[src/rtl/s3g_pkg.sv]
// Shared types for the S3G packet receiver: FSM states, error causes, CRC-8/MAXIM step.
// Combinational helpers only. No flow control here.
// Used by s3g_packet_rx and s3g_pkt_buf.
package s3g_pkg;

  typedef enum logic [1:0] {
    S_IDLE = 2'd0,
    S_LEN  = 2'd1,
    S_DATA = 2'd2,
    S_CRC  = 2'd3
  } state_t;

  typedef enum logic [1:0] {
    ERR_CRC     = 2'd0,
    ERR_LEN     = 2'd1,
    ERR_TIMEOUT = 2'd2,
    ERR_OVERRUN = 2'd3
  } err_t;

  localparam logic [7:0] CRC8_POLY_REFL = 8'h8C;

  // One byte of CRC-8/MAXIM, LSB-first (reflected 0x31).
  function automatic logic [7:0] nextCRC8_D8(input logic [7:0] data, input logic [7:0] crc);
    logic [7:0] c;
    c = crc ^ data;
    for (int i = 0; i < 8; i++) begin
      c = c[0] ? ((c >> 1) ^ CRC8_POLY_REFL) : (c >> 1);
    end
    return c;
  endfunction

endpackage

[src/rtl/s3g_pkt_buf.sv]
// Dual-bank payload RAM: one bank is staged by the receiver while the other holds the committed packet.
// Read data registered, 1 cycle from i_rd_addr; commit swaps banks on the next edge.
// No backpressure: writes and commits are accepted every cycle.
module s3g_pkt_buf
  import s3g_pkg::*;
#(
  parameter int MAX_LEN = 32,
  parameter int ADDR_W  = 5
) (
  input  logic              clk,
  input  logic              rst_n,
  input  logic              i_wr_en,
  input  logic [ADDR_W-1:0] i_wr_addr,
  input  logic [7:0]        i_wr_data,
  input  logic              i_commit,
  input  logic [ADDR_W-1:0] i_rd_addr,
  output logic [7:0]        o_rd_data
);

  localparam logic [ADDR_W:0] DEPTH = (ADDR_W + 1)'(MAX_LEN);

  logic [7:0] r_mem0 [MAX_LEN];
  logic [7:0] r_mem1 [MAX_LEN];
  logic       r_held;
  logic [7:0] r_rd_data;
  logic [7:0] w_rd_word;
  logic       w_rd_in_range;

  assign w_rd_in_range = ({1'b0, i_rd_addr} < DEPTH);

  always_comb begin
    w_rd_word = 8'h00;
    if (w_rd_in_range) begin
      w_rd_word = r_held ? r_mem1[i_rd_addr] : r_mem0[i_rd_addr];
    end
  end

  // Writes always target the bank that is not currently held.
  always_ff @(posedge clk) begin
    if (i_wr_en) begin
      if (r_held) r_mem0[i_wr_addr] <= i_wr_data;
      else        r_mem1[i_wr_addr] <= i_wr_data;
    end
  end

  always_ff @(posedge clk or negedge rst_n) begin
    if (!rst_n) begin
      r_held    <= 1'b0;
      r_rd_data <= 8'h00;
    end else begin
      r_rd_data <= w_rd_word;
      if (i_commit) r_held <= ~r_held;
    end
  end

  assign o_rd_data = r_rd_data;

endmodule

[src/rtl/s3g_packet_rx.sv]
// S3G packet receiver: frames D5/len/payload/CRC-8, holds a validated packet until buffer_ack.
// packet_done/packet_error one cycle after the deciding rx_done; buffer_data 1 cycle after buffer_addr.
// No backpressure on rx_done: a START while a packet is held is dropped as OVERRUN. Option: S3G_RX_TIMEOUT_EN.
module s3g_packet_rx
  import s3g_pkg::*;
#(
  parameter logic [7:0] START_BYTE     = 8'hD5,
  parameter int         MAX_LEN        = 32,
  parameter int         TIMEOUT_CYCLES = 65535,
  localparam int        ADDR_W         = (MAX_LEN > 1) ? $clog2(MAX_LEN) : 1
) (
  input  logic              clk,
  input  logic              rst_n,
  input  logic [7:0]        rx_data,
  input  logic              rx_done,
  input  logic [ADDR_W-1:0] buffer_addr,
  output logic [7:0]        buffer_data,
  output logic [7:0]        payload_len,
  output logic              buffer_valid,
  input  logic              buffer_ack,
  output logic              packet_done,
  output logic              packet_error,
  output logic [1:0]        error_code
);

  localparam logic [7:0] LEN_MAX = 8'(MAX_LEN);

  state_t              r_state;
  logic   [7:0]        r_len;
  logic   [7:0]        r_cnt;
  logic   [7:0]        r_crc;
  logic                r_valid;
  logic   [7:0]        r_plen;
  logic                r_done;
  logic                r_err;
  err_t                r_code;

  logic                w_wr_en;
  logic   [ADDR_W-1:0] w_wr_addr;
  logic                w_commit;
  logic                w_timeout;

  assign w_wr_en   = (r_state == S_DATA) && rx_done;
  assign w_wr_addr = r_cnt[ADDR_W-1:0];
  assign w_commit  = (r_state == S_CRC) && rx_done && (rx_data == r_crc);

`ifdef S3G_RX_TIMEOUT_EN
  localparam int TO_W = $clog2(TIMEOUT_CYCLES + 1);
  localparam logic [TO_W-1:0] TO_LAST = TO_W'(TIMEOUT_CYCLES - 1);

  logic [TO_W-1:0] r_to_cnt;

  // Counts idle cycles inside a packet; the TIMEOUT_CYCLES-th idle cycle fires.
  assign w_timeout = (r_state != S_IDLE) && !rx_done && (r_to_cnt == TO_LAST);

  always_ff @(posedge clk or negedge rst_n) begin
    if (!rst_n) begin
      r_to_cnt <= '0;
    end else if ((r_state == S_IDLE) || rx_done || w_timeout) begin
      r_to_cnt <= '0;
    end else begin
      r_to_cnt <= r_to_cnt + 1'b1;
    end
  end
`else
  assign w_timeout = 1'b0;
`endif

  always_ff @(posedge clk or negedge rst_n) begin
    if (!rst_n) begin
      r_state <= S_IDLE;
      r_len   <= 8'h00;
      r_cnt   <= 8'h00;
      r_crc   <= 8'h00;
      r_valid <= 1'b0;
      r_plen  <= 8'h00;
      r_done  <= 1'b0;
      r_err   <= 1'b0;
      r_code  <= ERR_CRC;
    end else begin
      r_done <= 1'b0;
      r_err  <= 1'b0;
      if (buffer_ack && r_valid) r_valid <= 1'b0;

      if (w_timeout) begin
        r_err   <= 1'b1;
        r_code  <= ERR_TIMEOUT;
        r_state <= S_IDLE;
      end else begin
        case (r_state)
          S_IDLE: begin
            // Overrun is judged on the registered valid, so a same-cycle ack does not rescue it.
            if (rx_done && (rx_data == START_BYTE)) begin
              if (r_valid) begin
                r_err  <= 1'b1;
                r_code <= ERR_OVERRUN;
              end else begin
                r_state <= S_LEN;
              end
            end
          end
          S_LEN: begin
            if (rx_done) begin
              if (rx_data > LEN_MAX) begin
                r_err   <= 1'b1;
                r_code  <= ERR_LEN;
                r_state <= S_IDLE;
              end else begin
                r_len   <= rx_data;
                r_cnt   <= 8'h00;
                r_crc   <= 8'h00;
                r_state <= (rx_data == 8'h00) ? S_CRC : S_DATA;
              end
            end
          end
          S_DATA: begin
            if (rx_done) begin
              r_cnt <= r_cnt + 8'd1;
              r_crc <= nextCRC8_D8(rx_data, r_crc);
              if ((r_cnt + 8'd1) == r_len) r_state <= S_CRC;
            end
          end
          S_CRC: begin
            if (rx_done) begin
              if (rx_data == r_crc) begin
                r_valid <= 1'b1;
                r_plen  <= r_len;
                r_done  <= 1'b1;
              end else begin
                r_err  <= 1'b1;
                r_code <= ERR_CRC;
              end
              r_state <= S_IDLE;
            end
          end
          default: r_state <= S_IDLE;
        endcase
      end
    end
  end

  s3g_pkt_buf #(
    .MAX_LEN (MAX_LEN),
    .ADDR_W  (ADDR_W)
  ) u_buf (
    .clk       (clk),
    .rst_n     (rst_n),
    .i_wr_en   (w_wr_en),
    .i_wr_addr (w_wr_addr),
    .i_wr_data (rx_data),
    .i_commit  (w_commit),
    .i_rd_addr (buffer_addr),
    .o_rd_data (buffer_data)
  );

  assign buffer_valid = r_valid;
  assign payload_len  = r_plen;
  assign packet_done  = r_done;
  assign packet_error = r_err;
  assign error_code   = r_code;

endmodule
[config.mk]
export PLATFORM = sky130hd
export DESIGN_NAME = s3g_packet_rx
export DESIGN_NICKNAME = d
export VERILOG_FILES = /design/src/rtl/s3g_pkg.sv /design/src/rtl/s3g_pkt_buf.sv /design/src/rtl/s3g_packet_rx.sv
export SDC_FILE = /design/constraint.sdc
export NUM_CORES = 1
export LEC_CHECK = 0
export BUFFER_PORTS_ARGS = -buffer_cell sky130_fd_sc_hd__buf_2
export CAP_MARGIN = 20
export CORE_ASPECT_RATIO = 0.75
export CORE_MARGIN = 2
export CORE_UTILIZATION = 40
export DETAILED_ROUTE_END_ITERATION = 16
export HOLD_SLACK_MARGIN = 0.12
export PLACE_DENSITY_LB_ADDON = 0.25
export SLEW_MARGIN = 20
export SYNTH_ARGS = -nofsm -noshare
export SYNTH_HDL_FRONTEND = slang
export SYNTH_SLANG_ARGS = --single-unit
export TNS_END_PERCENT = 100
[constraint.sdc]
create_clock -name clk -period 3.25 [get_ports clk]
set_clock_uncertainty 0.2 [all_clocks]
set_input_delay 0.65 -clock clk [delete_from_list [all_inputs] [get_ports clk]]
set_output_delay 0.65 -clock clk [all_outputs]
set_load 0.1 [all_outputs]
### After elaboration in Yosys (flattened, before gate mapping)

Memories as Yosys holds them, arrays and structs flattened.
Cells that the tools add are included.

* memories: 2
* logic and storage cells: 107
* register bits after elaboration: 48
* output and inout port bits: 21
* RAM bits: 512
* input port bits: 17

Memories
* u_buf.r_mem0: depth 32, width 8, rd ports 1, clocked after Yosys merged registers in 0, wr ports 1, line s3g_pkt_buf.sv:22 `logic [7:0] r_mem0 [MAX_LEN];`
* u_buf.r_mem1: depth 32, width 8, rd ports 1, clocked after Yosys merged registers in 0, wr ports 1, line s3g_pkt_buf.sv:23 `logic [7:0] r_mem1 [MAX_LEN];`

* bitwise operators: 11
* eq/ne operators: 16
* $add $sub $neg: 1
* mux-type cells: 51
* reductions and logical operators: 14
* magnitude comparators: 1

Operator list (number)
* $mux W8: 13
* $pmux W8 S2: 2
* $mux W2: 13
* $not A2 Y3: 8
* $mux W1: 20
* $ne A2 B2 Y1 const B: 9
* $eq A8 B8 Y1: 2
* $add A8 B1 Y8 const B: 1
* $eq A8 B8 Y1 const B: 1
* $gt A8 B6 Y1 const B: 1
* $logic_not A8 Y1: 1
* $pmux W2 S4: 1
* $xor A8 B8 Y8: 1
* $reduce_and A7 Y1: 1
* $pmux W2 S3: 1
* $reduce_and A3 Y1: 2
* $reduce_and A6 Y1: 1
* $logic_and A1 B1 Y1: 5
* $eq A2 B2 Y1 const B: 2
* $reduce_and A4 Y1: 1
* $pmux W1 S3: 1
* $reduce_bool A3 Y1: 1
* $eq A2 B1 Y1 const B: 1
* $logic_not A2 Y1: 1
* 3 further kinds: 4

### Logic depth before layout (Yosys ltp)

* depth after elaboration: 19
* depth in mapped cells: 8

### Modules after synthesis

From an unflattened synthesis, not the netlist that was laid out.

* cells, all modules: 1129
* area total of the unflattened synthesis: 22331.4 µm²

By module, submodules not included
* s3g_pkt_buf: area an instance 20128.1 µm², cells an instance 921, seq. area each 15600.0 µm², times used 1
* s3g_packet_rx: area an instance 2203.4 µm², cells an instance 208, seq. area each 975.9 µm², times used 1

### Least setup slack after synthesis

No wires, ideal clock.

* kind: input to register
* from: input rx_done
* to: memory u_buf.r_mem1[15][0] (enable)
* cell stages on the path: 4
* data arrival time: 2.151 ns
* path buffers: 2
* library setup time: 0.395 ns
* setup slack: 0.505 ns
* cell sequence: buf_2 -> nand3_1 -> clkbuf_1 -> nor4_1

* cells in the longest elaborated chain, start to end: 3

RTL lines
* start, declared: line s3g_packet_rx.sv:15 `input logic rx_done,`
* $logic_and A1 B1 Y1: line s3g_packet_rx.sv:43 `assign w_wr_en = (r_state == S_DATA) && rx_done;`
* $mux W1: line s3g_pkt_buf.sv:40 `if (i_wr_en) begin`
* $mux W1 (implied by the code): line s3g_pkt_buf.sv:42 `else r_mem1[i_wr_addr] <= i_wr_data;`
* end, declared: line s3g_pkt_buf.sv:23

No other way between the ends.

### Worst setup path in the final report

* from: input buffer_addr[0]
* to: register u_buf.r_rd_data[3], in the netlist u_buf.o_rd_data[3]

* cells in the longest elaborated chain, start to end: 2
* elaborated cells on any way between the ends: 3
* those cells by class: mux: 1; memory: 2

RTL lines
* start, declared: line s3g_packet_rx.sv:16 `input logic [ADDR_W-1:0] buffer_addr,`
* $mem_v2 Z32 W8 (on tied branches)
* $mux W8 *: line s3g_pkt_buf.sv:34 `w_rd_word = r_held ? r_mem1[i_rd_addr] : r_mem0[i_rd_addr];`
* named net u_buf.w_rd_word[3]: line s3g_pkt_buf.sv:26 `logic [7:0] w_rd_word;`
* end signal, assigned: line s3g_pkt_buf.sv:51 `r_rd_data <= w_rd_word;`
* end, declared: line s3g_pkt_buf.sv:25 `logic [7:0] r_rd_data;`

The timed path passes the listed nets; every way through them passes the cells marked *.
A chain may end at the register's enable or synchronous reset.

==> metrics.md <==
| Metric | Value |
|---|---|
| Final hold vios | `0` |
| PostCTS Resize Cnt | `0` |
| H-tree levels | `2` |
| PD cells | `589 nW/um2` |
| Reg2reg start | `r_cnt[3]$_DFFE_PN0P_` |
| WL met2 | `23500 um` |
| Minimum clock period | `2.55 ns` |
| CP max stage cell | `mux4_2` |
| Hold_ws | `0.201 ns` |
| Cell family with most CP delay | `compound AO/OA/AOI/OAI gates` |
| Comb pwr share | `0.059` |
| Worst-Margin Slew | `0.802 ns` |
| Mapped Nets | `1170` |
| Worst-Skew Late Latency | `0.59 ns` |
| Chip width | `277 um` |
| Cells after Synth | `1149` |
| Fill cells | `4632` |
| Register area | `16600 um2` |
| CP endpoint | `u_buf.o_rd_data[3]$_DFF_PN0_` |
| Synth Register Bits | `560` |
| Initial antenna violation count | `3` |
| Drt wl/cell | `26.0 um` |
| Worst setup SP type | `input port` |
| Worst min path class | `input port to flop` |
| Final ANT Viol Nets | `0` |
| Largest net degree at the start of global routing | `66` |
| # hold bufs at CTS | `2` |
| Mapped Area | `22300 um2` |
| Arr. time, crit path | `2.84 ns` |
| Inserted Clock Buffers | `54` |
| Static leakage | `8.58 nW` |
| Post-DP HPWL | `34100 um` |
| Crit path kind | `input port to flop` |
| Synth warn | `0` |
| DRT iter0 DRCs | `1306` |
| Post-DR vias/cell | `5.64` |
| Share of layout cells above drive strength 1 | `0.282` |
| First-pass GRT wire length | `79800 um` |
| Max layer used | `met4` |
| GRT overflow | `0` |
| Die Height | `209 um` |
| Crit path launch | `buffer_addr[0]` |
| Worst-path cell chain | `clkbuf_8 > buf_4 > mux4_2 > o22ai_1 > o22ai_1 > a32o_1` |
| Status | `finished, final reports clean` |
| FF-to-FF setup slack | `0.85 ns` |
| Vias in the first global route | `11605` |
| NetSw | `3.27 mW` |
| Final nets | `1318` |
| Levels on crit path | `6` |
| Max-slew violations | `0` |
| Max incr delay on CP | `0.53 ns` |
| Worst VDD drop | `0.412 mV` |
| Top-Level Pins | `38` |
| Yosys top cell by area | `edfxtp_1` |
| Inserted Diodes | `0` |
| Clock power share | `0.420` |
| WP data required | `3.54 ns` |
| DRT Pass-1 Iters | `5` |
| Sw frac | `0.216` |
| Setup TNS | `0 ns` |
| Postcts setup bufs | `0` |
| Max FO, Critical Path | `28` |
| Buf/Inv on CP | `2` |
| GRT Resource Usage Total | `0.189` |
| Worst path most repeated cell | `o22ai_1` |
| Met1 WL | `24500 um` |
| Area delta synth->final | `15.6%` |
| Worst R2R Path Depth | `5` |
| # rows | `74` |
| Sequential share of the synthesized area | `0.743` |
| Starting Density | `0.407` |
| Ys async rst share | `0.0857` |
| Highest Clock Rate | `0.393 GHz` |
| DRC viols | `0` |
| DIE AREA | `57700 um2` |
| Worst R2R End | `r_cnt[7]$_DFFE_PN0P_` |
| Prevailing post-synth register cell | `edfxtp_1` |
| Number of clock sinks | `560` |
| Final core occ | `0.471` |
| Avg Inst Size Synth | `19.4 um2` |
| Post-synth EDFFs | `512` |
| Core box area | `54800 um2` |
| RSZ-0062 raised after global routing | `no` |
| Multi-input gate area | `5330 um2` |
| GP Congestion | `0.791` |
| Area contributors post-synth | `edfxtp_1 69%, mux4_2 12%, dfrtp_1 5.4%` |
| Setup crit end kind | `flop` |
| Final setup fails | `0` |
| Distinct cells, synth | `59` |
| Max clock buf depth | `3` |
| Routed WL | `53600 um` |
| Via count | `11634` |
| Maxcap violations | `0` |
| Seq pwr share | `0.521` |
| CTS tree | `yes` |
| Clock slew at reported path FFs | `0.06 ns` |
| Pint | `11.9 mW` |
| Period utilisation layout | `0.784` |
| IO buf count | `37` |
| Clock Tree Root | `clkbuf_16` |
| Routed length on met3 | `4690 um` |
| Synth top area share | `0.689` |
| Slew margin rel. | `0.466` |
[flip-flops by register name (all words and copies together) (netlist names), named ones only]
register and count:
packet_error 1, u_buf.r_mem1 256, packet_done 1, u_buf.r_held 1, payload_len 8, r_state 1
u_buf.o_rd_data 8, r_cnt 8, buffer_valid 1, u_buf.r_mem0 256, r_len 8, error_code 2
r_crc 8
[how the worst min path moves through the flow]
stage	from	to	slack, ns	depth (start not counted)
floorplan	rst_n	asynchronous set/reset pin	0.15	0
global placement	payload_len[1]$_DFFE_PN0P_	payload_len[1]$_DFFE_PN0P_	0.27	1
detailed placement	payload_len[1]$_DFFE_PN0P_	payload_len[1]$_DFFE_PN0P_	0.28	1
CTS	rx_done	packet_done$_DFF_PN0_	0.17	2
global route	rx_done	packet_done$_DFF_PN0_	0.19	2
finish	rx_done	packet_done$_DFF_PN0_	0.20	2
[power by group through the flow]
stage          Combinational (mW)  Sequential [mW]  Clock (mW)
6_report                    0.900             7.91        6.37
3_5_place_dp                0.906             8.07           0
5_1_grt                     0.963             7.91        6.81
4_1_cts                     0.910             7.91        6.51
3_3_place_gp                0.897             8.07           0
2_1_floorplan               0.469             8.15           0
[per-stage QoR]
step                total power, mW  worst slack, ns  cell area (um2)  cells
floorplan                      8.62            0.505            22300   1149
global placement               8.96           0.0910            24000   1961
detailed placement             8.97           0.0831            24000   1961
CTS                            15.3            0.724            25800   2064
global route                   15.7            0.632            25800   2064
finish                         15.2            0.702            25800   2064
[layout make-up]
cell class,count,area share
clock inverter,35,0.0139
sequential,560,0.643
tap,722,0.0350
inverter,10,0.00146
clock buffer,66,0.0557
multi-input combinational,518,0.207
timing repair buffer,153,0.0446
[cell usage after synthesis (8+ instances only)]
| cell type | count |
|---|---|
| mux4_2 | 122 |
| o21ai_0 | 14 |
| buf_2 | 20 |
| o22ai_1 | 33 |
| a22oi_1 | 12 |
| nor2_1 | 86 |
| edfxtp_1 | 512 |
| inv_1 | 10 |
| mux2i_1 | 29 |
| nand2_1 | 45 |
| dfrtp_1 | 48 |
| nor2b_1 | 8 |
| xnor2_1 | 24 |
| mux2_2 | 8 |
| mux2_1 | 8 |
| nand3_1 | 12 |
| a211oi_1 | 12 |
| clkbuf_1 | 23 |
[cells by family after synthesis]
| logic type | synth area share |
|---|---|
| flops | 0.743 |
| simple gates | 0.0418 |
| mux | 0.145 |
| compound gates | 0.0344 |
| buf+inv | 0.0183 |
| xor+xnor | 0.0147 |
| fa+ha+maj | 0.00224 |
[routing by layer]
metal	vias up	GRT usage
met5	-	0
met4	0	0.0420
met3	58	0.0418
met2	457	0.275
met1	6158	0.290
li1	4961	-
[cell usage in the layout, fill, tap and decap left out, types with 8 or more instances in the layout]
cell type / netlist / final
edfxtp_1: 512 / 512
mux4_2: 122 / 122
buf_4: 6 / 108
nor2_1: 86 / 86
clkbuf_16: 0 / 55
dfrtp_1: 48 / 48
nand2_1: 45 / 45
buf_2: 20 / 35
o22ai_1: 33 / 33
mux2i_1: 29 / 29
xnor2_1: 24 / 24
clkinv_2: 0 / 17
o21ai_0: 14 / 14
a22oi_1: 12 / 12
a211oi_1: 12 / 12
nand3_1: 12 / 12
inv_1: 10 / 10
clkbuf_1: 23 / 9
nor2b_1: 8 / 8
mux2_2: 8 / 8
mux2_1: 8 / 8
Power figures use the tool's default switching activity.
